--- config.mk ---
export PLATFORM = sky130hd
export DESIGN_NAME = cpu_sequencer
export DESIGN_NICKNAME = d
export VERILOG_FILES = /design/src/rtl/cpu_sequencer.sv
export SDC_FILE = /design/constraint.sdc
export NUM_CORES = 1
export LEC_CHECK = 0
export BUFFER_PORTS_ARGS = -buffer_cell sky130_fd_sc_hd__buf_2
export CAP_MARGIN = 20
export CORE_ASPECT_RATIO = 1.75
export CORE_MARGIN = 8
export CORE_UTILIZATION = 51
export DETAILED_ROUTE_END_ITERATION = 8
export PLACE_DENSITY = 0.8
export SYNTH_ARGS = -nofsm -noshare
export SYNTH_HDL_FRONTEND = slang
export SYNTH_SLANG_ARGS = --single-unit
--- constraint.sdc ---
create_clock -name i_clk -period 3.47 [get_ports i_clk]
set_clock_uncertainty 0.05 [all_clocks]
set_input_delay 0.347 -clock i_clk [delete_from_list [all_inputs] [get_ports i_clk]]
set_output_delay 0.347 -clock i_clk [all_outputs]
set_load 0.01 [all_outputs]
--- src/rtl/cpu_sequencer.sv ---
// Instruction sequencer: fetches a 32-bit insn, hands it to the decoder, then launches execute or halts.
// Optional feature: define ILLEGAL_TRAP_EN to redirect illegal insns to a trap vector instead of halting.
module cpu_sequencer #(
    parameter logic [63:0] RESET_PC  = 64'h0,
    parameter logic [63:0] PC_STEP   = 64'd4,
    parameter int unsigned FETCH_TMO = 255
) (
    input  logic        i_clk,
    input  logic        i_rst,
    output logic        o_imem_req,
    output logic [63:0] o_imem_addr,
    input  logic        i_imem_ack,
    input  logic [31:0] i_imem_data,
    output logic [31:0] o_insn,
    input  logic        i_dec_valid,
    input  logic [3:0]  i_dec_to_state,
    output logic        o_ex_start,
    input  logic        i_ex_done,
    output logic [3:0]  o_state,
    output logic [63:0] o_pc,
    output logic        o_halted,
    output logic        o_fault
);

    // Encodings shared with the decoder's to_state field.
    typedef enum logic [3:0] {
        STATE_FETCH   = 4'd0,
        STATE_DECODE  = 4'd1,
        STATE_EXECUTE = 4'd2,
        STATE_HALT    = 4'd3
`ifdef ILLEGAL_TRAP_EN
        , STATE_TRAP  = 4'd4
`endif
    } state_t;

    localparam bit          TMO_EN   = (FETCH_TMO != 0);
    localparam logic [31:0] TMO_LAST = FETCH_TMO - 32'd1;
    localparam logic [63:0] TRAP_PC  = RESET_PC + 64'h100;

    state_t      state;
    logic [63:0] pc;
    logic [31:0] insn;
    logic        req;
    logic        ex_start;
    logic        halted;
    logic        fault;
    logic [31:0] tmo_cnt;

    // NOTE: every register, including the insn latch, sits in one clocked block with a
    // synchronous reset, and all of it uses non-blocking assignments so each branch reads
    // the pre-edge values of the other registers.
    always_ff @(posedge i_clk) begin
        if (i_rst) begin
            state    <= STATE_FETCH;
            pc       <= RESET_PC;
            insn     <= '0;
            req      <= 1'b0;
            ex_start <= 1'b0;
            halted   <= 1'b0;
            fault    <= 1'b0;
            tmo_cnt  <= '0;
        end else begin
            ex_start <= 1'b0;
            case (state)
                STATE_FETCH: begin
                    // An ack only counts while a request is actually outstanding.
                    if (req && i_imem_ack) begin
                        insn    <= i_imem_data;
                        req     <= 1'b0;
                        tmo_cnt <= '0;
                        state   <= STATE_DECODE;
                    end else if (req) begin
                        if (TMO_EN && tmo_cnt == TMO_LAST) begin
                            req    <= 1'b0;
                            fault  <= 1'b1;
                            halted <= 1'b1;
                            state  <= STATE_HALT;
                        end else if (TMO_EN) begin
                            tmo_cnt <= tmo_cnt + 32'd1;
                        end
                    end else begin
                        req <= 1'b1;
                    end
                end

                STATE_DECODE: begin
                    if (i_dec_valid && i_dec_to_state == STATE_HALT) begin
                        halted <= 1'b1;
                        state  <= STATE_HALT;
                    end else if (i_dec_valid && i_dec_to_state == STATE_EXECUTE) begin
                        ex_start <= 1'b1;
                        state    <= STATE_EXECUTE;
                    end else begin
                        fault <= 1'b1;
`ifdef ILLEGAL_TRAP_EN
                        state <= STATE_TRAP;
`else
                        halted <= 1'b1;
                        state  <= STATE_HALT;
`endif
                    end
                end

                STATE_EXECUTE: begin
                    if (i_ex_done) begin
                        pc    <= pc + PC_STEP;
                        req   <= 1'b1;
                        state <= STATE_FETCH;
                    end
                end

`ifdef ILLEGAL_TRAP_EN
                STATE_TRAP: begin
                    pc    <= TRAP_PC;
                    req   <= 1'b1;
                    state <= STATE_FETCH;
                end
`endif

                STATE_HALT: begin
                    req    <= 1'b0;
                    halted <= 1'b1;
                end

                default: begin
                    req    <= 1'b0;
                    fault  <= 1'b1;
                    halted <= 1'b1;
                    state  <= STATE_HALT;
                end
            endcase
        end
    end

    assign o_state     = state;
    assign o_pc        = pc;
    assign o_imem_addr = pc;
    assign o_imem_req  = req;
    assign o_insn      = insn;
    assign o_ex_start  = ex_start;
    assign o_halted    = halted;
    assign o_fault     = fault;

    // Structural invariants of the registered outputs.
    a_start_in_execute: assert property (@(posedge i_clk) disable iff (i_rst)
        ex_start |-> state == STATE_EXECUTE);
    a_req_in_fetch: assert property (@(posedge i_clk) disable iff (i_rst)
        req |-> state == STATE_FETCH);
    a_halted_matches_state: assert property (@(posedge i_clk) disable iff (i_rst)
        halted == (state == STATE_HALT));

endmodule

Word-level counts from Yosys, hierarchy flattened
Cells that the tools add are included.
{"block": "word_totals", "inputBits": 41, "wordCells": 68, "register_bits": 136}
{"block": "op_classes", "addsub": 2, "n_bitwise": 4, "n_eq_ne": 16, "n_mux": 24, "reduce_logical": 14}
{"op": "32-bit two-way mux", "count": 3}
{"op": "64-bit by 3-bit adder with 64-bit output (second input constant)", "count": 1}
{"op": "32-bit by 1-bit adder with 32-bit output (second input constant)", "count": 1}
{"op": "32-bit by 8-bit == test with 1-bit output (second input constant)", "count": 1}
{"op": "4-bit by 2-bit == test with 1-bit output (second input constant)", "count": 4}
{"op": "4-bit two-way mux", "count": 4}
{"op": "4-bit case mux with 4 select lines", "count": 1}
{"op": "2-bit != test (second input constant)", "count": 7}
{"op": "1-bit two-way mux", "count": 13}
{"op": "3-bit != test (second input constant)", "count": 3}
{"op": "1-bit case mux with 3 select lines", "count": 3}
{"op": "2-bit AND reduction", "count": 3}
{"op": "6-bit AND reduction", "count": 1}
{"op": "5-bit AND reduction", "count": 1}
{"op": "4-bit by 1-bit == test with 1-bit output (second input constant)", "count": 1}
{"op": "4-bit zero test", "count": 1}
{"op": "1-bit inverter", "count": 4}
{"op": "4-bit AND reduction", "count": 1}
{"op": "1-bit logical AND", "count": 3}
{"op": "3-bit AND reduction", "count": 1}
{"op": "3-bit OR reduction", "count": 1}
{"op": "2-bit nonzero test", "count": 1}
{"op": "2-bit OR reduction", "count": 1}

Longest topological paths before layout
Gate-level depths: netlist of run 1.
{"block": "logic_depth", "ltp_word": 5, "mapped_depth": 8, "mapped_depth_nobuf": 7}

Worst setup path after synthesis of run 1
OpenSTA, ideal clock, no wires.
{"block": "synth_timing", "path_type": "register -> register", "start": "register state[0] (netlist: o_state[0])", "end": "register pc[47] (netlist: o_imem_addr[47])", "slack_ns": 0.913, "setup_ns": 0.070, "path_stages_with_launch": 9, "t_arrival_ns": 2.436, "cell_sequence": "dfxtp_1 > buf_2 > nand3b_4 > or4_4 > buf_6 > or4_1 > clkbuf_2 > or4_1 > a21oi_1"}
{"block": "synth_via", "elab_chain_cells": 2}
{"element": "start, declared", "line_no": "40", "rtl": "state_t state;"}
{"element": "start signal, assigned", "line_no": "54", "rtl": "state <= STATE_FETCH;"}
{"element": "start signal, assigned", "line_no": "71", "rtl": "state <= STATE_DECODE;"}
{"element": "start signal, assigned", "line_no": "77", "rtl": "state <= STATE_HALT;"}
{"element": "4-bit by 2-bit == test with 1-bit output", "line_no": "64", "rtl": "case (state)"}
{"element": "2-bit AND reduction (no line)"}
{"element": "end signal, assigned", "line_no": "106", "rtl": "pc <= pc + PC_STEP;"}
{"element": "end, declared", "line_no": "41", "rtl": "logic [63:0] pc;"}
No other way between the ends.
A chain may end at the register's enable or synchronous reset.

Final worst setup path of run 1
{"block": "layout_timing", "start": "register pc[11] (netlist: o_imem_addr[11])", "end": "register pc[47] (netlist: o_imem_addr[47])"}
{"block": "layout_via", "elab_chain_cells": 1}
{"element": "64-bit by 3-bit adder with 64-bit output", "line_no": "106"}
No other way between the ends.

==> results.toml, run 1 <==
[logic_synthesis]
async_flop_share = 0
synth_edf_count = 0
synth_flop_cell = "dfxtp_1"
syn_area_per_cell_um2 = 7.946
synth_cell_types = 41
syn_inst = 809
ys_seq_area_frac = 0.4111
yosys_register_bits = 132
synth_area_um2 = 6429
synth_warnings = 0

[routing]
wl_met1_um = 6312
wl_per_cell_um = 15.92
via_count = 6018
dr_wl_met3_um = 1173
dr.pass1.iters = 4
wl_met2_um = 9714
routed_via_density = 5.397
drc = 0
wl_um = 17760
top_layer_used = "met4"
detail-route-antenna-nets = 0
drtIter0Drc = 283

[status]
status = "finished, final reports clean"

[die]
initial_core_util = 0.5199
die_width_um = 100.9
die_h_um = 164.5
rows = 54
ios = 209
die_area_um2 = 16600
coreArea_um2 = 12360

[grt]
grt_pass1_wl_um = 28350
antenna_found_initial = 0
grt_usage = 0.2124
overflow = 0
grt_max_degree = 38
grt_pass1_vias = 5840

[clocking]
clock_latency_ps = 400
cts_tree = "yes"
clkTransAtPathRegs_ps = 60
cts_hold_buf = 0
cts-resized-gates = 0
root_buffer = "clkbuf_16"
cts_buffers = 17
cts_sinks = 132
htree_levels = 4
clk_path_buf_depth = 2
post_cts_buffers = 0

[worst_setup_path]
worstRegToRegCells = 6
critPathKind = "reg2reg"
endpoint_kind = "flop"
crit_fanout = 20
worstSetupStartpointType = "flop"
required_ps = 3750
cp.arrival_ps = 3130

[final_layout]
layout_commonest_cell = "buf_2"
n_antenna_cell = 0
fin_nets = 978
syn_to_final_growth_pct = 20.69
postLayoutCellArea_um2 = 7759
layout-drive-gt1-share = 0.2661
final_cell_mix = "buf_2 (201), dfxtp_1 (132), nand2_1 (106)"
final_core_util = 0.6275

[timing]
layout_min_cycle_time_ps = 2848
tns_ps = 0
finalCritPeriodShare = 0.8206
rsz0062_at_grt = "no"
tightest_slew_ps = 779.0
fmax_ghz = 0.3512
relSlewSlack = 0.4759
slew_violations = 0
hold_viol = 0
setup_slack_ps = 622.4
setup_violations = 0

[power_and_ir_drop]
vdd_drop_max_uv = 480.7
p_switching_mw = 0.8150
netSwitchingFraction = 0.2118
power_mw = 3.849
p_leak_nw = 3.183
p_per_area_nw_per_um2 = 496.1
seqPwrFrac = 0.408
internal_power_mw = 3.034
clkPwrFrac = 0.537
pwr-share-comb = 0.055

[flow_run]
max-cap-violations = 0

[placement]
dpl-instance-area_um2 = 7067
pre_cts_slack_ps = 651.0
gp_congestion = 0.8877
io_buffers = 202
dp_hpwl_um = 13040

[worst_hold_path]
min_path_cells = 3
hp-class = "in2reg"
## layout make-up
type	count	area, um^2
fillers	1105	4606
multi-input cells	550	3050
flip-flops and latches	132	2643
repair buffers	211	1081
clock buffers	21	470.5
clock inverters	11	221.5
well taps	168	210.2
inverters	22	82.58
## state kept, by name, indices dropped and copies added, names as in the netlist
| register | cells |
|---|---|
| o_imem_req | 1 |
| o_state | 2 |
| o_halted | 1 |
| o_imem_addr | 62 |
| o_insn | 32 |
| o_ex_start | 1 |
| o_fault | 1 |
| tmo_cnt | 32 |
## power by group through the flow
stage	combinational (mW)	sequential [mW]	clock [mW]
after detailed placement	0.215	1.60	0
after global placement	0.213	1.60	0
final	0.212	1.57	2.07
after global routing	0.235	1.58	2.18
after floorplan	0.118	1.61	0
after CTS	0.216	1.57	2.11
## worst max-delay path: stages, from the launching register on
cell and delay, ps:
dfxtp_1 430, nand4_1 240, or4_1 620, buf_4 230, or4_1 630, or4_1 440, a21oi_1 140
## worst paths after layout
kind / start / to / slack (ps)
worst max-delay path: o_imem_addr[11] / o_imem_addr[47] / 620
worst min-delay path: i_imem_data[14] / o_insn[14] / 130
worst max register to register: o_imem_addr[11] / o_imem_addr[47] / 620
worst min register to register: o_insn[25] / o_insn[25] / 400
## layer usage
layer,vias up,GRT usage
li1,3002,-
met1,2765,0.2013
met2,206,0.4056
met3,45,0.05741
met4,0,0.1010
met5,-,0
## stage by stage
step	cells	hold slack [ps]
6_report	1115	126.4
2_1_floorplan	814	417.0
4_1_cts	1115	106.6
3_5_place_dp	1083	393.0
5_1_grt	1115	109.4
3_3_place_gp	1083	389.0
## cells in the mapped netlist (2+ instances only)
cell	n	area, um^2
a21oi_1	80	400.4
or3_1	32	200.2
or2_2	3	18.77
xor2_1	19	166.4
nor4_1	23	143.9
or4_4	2	22.52
buf_4	68	510.5
and4_1	8	70.07
nand3_1	34	170.2
o21ai_0	32	160.2
buf_2	3	15.01
ha_1	3	37.54
inv_1	22	82.58
o31ai_1	12	90.09
nor2b_1	2	12.51
nand4_1	27	168.9
nor2_1	66	247.7
nor3_1	20	100.1
and2_1	2	12.51
dfxtp_1	132	2643
nand2_1	106	397.9
a31oi_1	3	18.77
and3_1	7	43.79
o21a_1	2	15.01
xnor2_1	28	245.2
or4_1	20	150.1
o31a_1	3	26.28
clkbuf_1	37	138.9
## cells by family (layout without fill, tap and decap cells)
| family | after synthesis | in the layout | share of synthesized area |
|---|---|---|---|
| compound gates | 134 | 134 | 0.1131 |
| xor+xnor | 47 | 47 | 0.06403 |
| fa+ha+maj | 3 | 3 | 0.005839 |
| buf+inv | 132 | 265 | 0.1187 |
| flops | 132 | 132 | 0.4111 |
| mux | 2 | 2 | 0.003309 |
| other cells | 1 | 6 | 0.0005833 |
| simple gates | 358 | 358 | 0.2834 |
Power figures use the tool's default switching activity.
==> run 2, diff against run 1 <==
Settings changed: CORE_UTILIZATION 51 to 46, PLACE_DENSITY 0.8 to 0.76.
Clock period 3.47 ns to 2.3 ns, I/O delays scaled along.
==> results.toml, run 2 (same netlist as run 1, synthesis figures left out) <==
[worst_setup_path]
crit_chain = "nand3_1 > or4_1 > or4_4 > buf_8 > or4_4 > a21oi_2"
worstSetupStartpointType = "flop"
critPathLaunch = "o_imem_addr[40]"
required_ps = 2590
r2r_end = "o_imem_addr[59]"
cpPeakStageDelay_ps = 590
cpMostUsedCell = "or4_4"
cp.arrival_ps = 2690
worstRegToRegCells = 6
slowest_stage = "or4_4"
crit_end = "o_imem_addr[59]"
endpoint_kind = "flop"
timing.rr.start = "o_imem_addr[40]"
critPathKind = "reg2reg"
crit_fanout = 8
reg2reg_slack_ps = -110

[clocking]
clock_latency_ps = 410
cts_sinks = 132
clkTransAtPathRegs_ps = 60
cts_buffers = 17
cts_tree = "yes"
htree_levels = 4
clk_path_buf_depth = 2
root_buffer = "clkbuf_16"

[timing]
fin_hold_ws_ps = 19.38
slew_violations = 0
setup_violations = 13
finalCritPeriodShare = 1.047
fmax_ghz = 0.4153
tightest_slew_ps = 511.7
hold_viol = 0
setup_slack_ps = -107.8
relSlewSlack = 0.6544
rsz0062_at_grt = "yes"
layout_min_cycle_time_ps = 2408

[final_layout]
syn_to_final_growth_pct = 36.32
fin_nets = 1083
layout-drive-gt1-share = 0.3774
layout_commonest_cell = "buf_2"
postLayoutCellArea_um2 = 8763
largest_register_ffs = 62
final_core_util = 0.6367
final_cell_mix = "buf_2 (202), nand2_1 (105), dfxtp_1 (103)"

[routing]
wl_per_cell_um = 16.09
drc = 0
drtIter0Drc = 276
dr.pass1.iters = 5
detail-route-antenna-nets = 0
routed_via_density = 5.393
wl_um = 19790
via_count = 6633

[placement]
dpl-instance-area_um2 = 7726
io_buffers = 202
gp_congestion = 0.8839
pre_cts_slack_ps = -195.1
dp_hpwl_um = 13940

[die]
die_width_um = 105.4
coreArea_um2 = 13760
ios = 209
die_h_um = 172.4
initial_core_util = 0.4670
rows = 57
die_area_um2 = 18160

[power_and_ir_drop]
p_per_area_nw_per_um2 = 630.9
vdd_drop_max_uv = 499.6
p_leak_nw = 3.701

[grt]
grt_max_degree = 44
overflow = 0
grt_pass1_vias = 6510
grt_pass1_wl_um = 31330
grt_usage = 0.2115
antenna_found_initial = 0

[status]
failed_checks = "setup timing"
status = "complete, but fails checks"

[worst_hold_path]
hp-class = "in2reg"

[flow_run]
max-cap-violations = 0
-- run 2: through the flow --
step	TNS [ps]	cells	total power, mW
3_5_place_dp	-1316	1170	2.775
4_1_cts	-541.3	1226	5.585
3_3_place_gp	-767.5	1170	2.768
2_1_floorplan	-501.5	814	2.615
6_report	-529.6	1230	5.529
5_1_grt	-1936	1229	5.731
-- run 2: worst max-delay path: cells and delay by family (launching register included) --
kind,cells,cell delay (ps)
AND/OR/NAND/NOR,4,1650
buffers and inverters,1,170
flip-flops,1,340
AO/OA/AOI/OAI,1,130
-- run 2: power breakdown --
group          internal [mW]  leakage (nW)  switching, mW
clock network           1.74         0.289           1.03
logic                  0.163          2.33          0.236
registers               2.33          1.08         0.0278
-- run 2: how the worst min path moves through the flow --
stage | end | from | depth (start not counted)
floorplan | o_insn[0] | i_imem_data[0] | 2
global placement | o_insn[15] | o_insn[15] | 2
detailed placement | o_insn[27] | o_insn[27] | 2
CTS | o_insn[2] | i_imem_data[2] | 3
global route | o_insn[31] | i_imem_data[31] | 3
finish | o_insn[31] | i_imem_data[31] | 3
-- run 2: layout make-up --
class	count	area, um^2
timing repair buffer	315	1948
fill	1193	5001
clock buffer	18	439.2
multi-input combinational	551	3212
sequential	132	2684
inverter	22	82.58
tap	177	221.5
antenna	1	2.502
clock inverter	14	173.9
-- run 2: layer usage --
layer  GRT usage  part of all wire
met3     0.06269             0.067
met2      0.3880              0.54
met4      0.1461             0.052
met5           0                 0
met1      0.1971              0.34
-- run 2: timing repair --
action,CTS,global route
gates cloned,2,0
hold buffers,20,0
setup endpoints to repair,19,28
pin swaps,10,21
gates resized for setup,14,33
setup buffers,2,3
hold endpoints to repair,20,0
==> run 3, diff against run 2 <==
Settings changed: ABC_AREA from default to 1, CORE_UTILIZATION 46 to 49, PLACE_DENSITY 0.76 to 0.78.
==> results.toml, run 3 <==
[status]
status = "finished, final reports clean"

[routing]
wl_per_cell_um = 15.80
wl_um = 25770
dr.pass1.iters = 5
detail-route-antenna-nets = 0
drtIter0Drc = 408
routed_via_density = 5.267
via_count = 8591
drc = 0

[clocking]
root_buffer = "clkbuf_16"
post_cts_buffers = 0
cts_buffers = 17
htree_levels = 4
clock_latency_ps = 420
cts_tree = "yes"
cts_sinks = 132
clk_path_buf_depth = 2
clkTransAtPathRegs_ps = 60

[power_and_ir_drop]
p_per_area_nw_per_um2 = 608.7
p_leak_nw = 4.265
power_mw = 5.794
vdd_drop_max_uv = 475.4

[logic_synthesis]
synthAdderAreaFrac = 0.004763
synth_cell_types = 42
netlist_top_cells_area = "dfxtp_1 (34%), nor2_1 (14%), nand2_1 (14%)"
synth-xor-area-share = 0.01445
synth_top_family_by_area = "simple AND/OR/NAND/NOR gates"
synth_compound_area_frac = 0.09017
yosys_register_bits = 132
synthMuxAreaShare = 0
synth-simple-area-share = 0.4142
ys_seq_area_frac = 0.3353
synth_warnings = 0
async_flop_share = 0
yosysTopAreaCell = "dfxtp_1"
syn_inst = 1249
syn_area_per_cell_um2 = 6.310
synth_edf_count = 0
synth_flop_cell = "dfxtp_1"
synth_area_um2 = 7881
synthDominantCellAreaShare = 0.3353
synthTopCellsByCount = "nor2_1 (302), nand2_1 (286), dfxtp_1 (132), inv_1 (110), nand3_1 (77)"
yosys.cell_count.top_type = "nor2_1"

[grt]
grt_max_degree = 33
grt_pass1_vias = 8668
overflow = 0
grt_pass1_wl_um = 40810
antenna_found_initial = 0
grt_usage = 0.2485

[worst_setup_path]
endpoint_kind = "flop"
worstSetupStartpointType = "flop"
critPathKind = "reg2reg"
crit_fanout = 5
timing.rr.start = "o_imem_addr[3]"
critPathLaunch = "o_imem_addr[3]"
required_ps = 2560
cp.arrival_ps = 2290

[final_layout]
syn_to_final_growth_pct = 20.77
largest_register_ffs = 62
layout_commonest_cell = "nor2_1"
final_cell_mix = "nor2_1 (301), nand2_1 (286), buf_2 (202)"
nFillCells = 1557
fin_nets = 1474
layout-drive-gt1-share = 0.2046
n_antenna_cell = 0

[placement]
gp_congestion = 0.9721
dp_hpwl_um = 19850
io_buffers = 202

[die]
die_width_um = 111.9
die_area_um2 = 20560
initial_core_util = 0.4989
ios = 209
die_h_um = 183.8
rows = 61
coreArea_um2 = 15800

[flow_run]
max-cap-violations = 0

[timing]
tightest_slew_ps = 515.3
rsz0062_at_grt = "no"
finalCritPeriodShare = 0.8808
hold_viol = 0
tns_ps = 0
layout_min_cycle_time_ps = 2026
fmax_ghz = 0.4936
relSlewSlack = 0.6552
slew_violations = 0
setup_violations = 0

[worst_hold_path]
hp-class = "in2reg"
hp-start = "i_imem_data[31]"
-- run 3: cell types whose count changed after synthesis, sizes merged, moves of 10 or more --
| cell | change |
|---|---|
| a21oi | -18 |
| buf | +10 |
| clkbuf | -22 |
| inv | +92 |
| nand2 | +185 |
| nand3 | +49 |
| nor2 | +255 |
| nor4 | -22 |
| o21ai | +29 |
| o31ai | -12 |
| or3 | -32 |
| or4 | -22 |
| xnor2 | -25 |
-- run 3: area by class of cell --
| class | count | area [um^2] | share of cell area |
|---|---|---|---|
| multi-input combinational | 910 | 4151 | 0.4362 |
| sequential | 132 | 2643 | 0.2776 |
| timing repair buffer | 255 | 1484 | 0.1559 |
| clock buffer | 23 | 498.0 | 0.05232 |
| inverter | 114 | 430.4 | 0.04522 |
| tap | 189 | 236.5 | 0.02485 |
| clock inverter | 8 | 75.07 | 0.007887 |
-- run 3: kinds of logic (layout without fill, tap and decap cells) --
family,count (synthesis),after routing
and+or+nand+nor,752,752
buffers and inverters,212,400
AOI/OAI and AO/OA,136,136
DFF,132,132
xor gates and xnor gates,13,13
adders and majority gates,3,3
other,1,6
-- run 3: routing by layer --
metal	track usage	wire length, um	part of all wire	up-vias
li1	-	-	-	4251
met1	0.2227	8999	0.35	3923
met2	0.4744	13750	0.53	306
met3	0.04178	1030	0.040	111
met4	0.2108	1987	0.077	0
met5	0	0	0	-
-- run 3: repair_timing --
action / in CTS / in global routing
gates resized for setup: 0 / 0
hold endpoints to repair: 30 / 0
hold buffers: 30 / 0
-- run 3: final timing paths --
check / to / slack [ps] / cells after the start
setup / recovery: o_imem_addr[50] / 270 / 10
hold / removal: o_insn[31] / 10 / 3
setup reg to reg: o_imem_addr[50] / 270 / 10
hold reg to reg: o_fault / 400 / 2
-- run 3: where the power goes --
part / switching, mW / total (mW) / leakage, nW / internal [mW]
combinational: 0.465 / 0.714 / 2.92 / 0.249
clock: 1.01 / 2.63 / 0.273 / 1.62
sequential: 0.0633 / 2.45 / 1.07 / 2.38
total: 1.54 / 5.79 / 4.27 / 4.25
-- run 3: critical path, stage by stage (launching register included) --
cell	delay, ps
dfxtp_1	400
ha_1	230
nand3_1	150
nor2_2	210
nand3_1	160
nor2_2	270
nand2_1	130
nor2_1	140
nand2_1	70
nand2_1	60
nor2_1	40
-- run 3: stage by stage --
step	instances	hold slack (ps)	setup WS (ps)	util	cell area (um^2)
after floorplan	1254	259.3	482.9	-	7900
after global placement	1570	364.1	356.9	0.5472	8645
after detailed placement	1570	371.3	313.5	0.5472	8645
after CTS	1631	1.174	293.6	0.6024	9518
after global routing	1631	8.723	113.3	0.6024	9518
final	1631	10.27	274.1	0.6024	9518
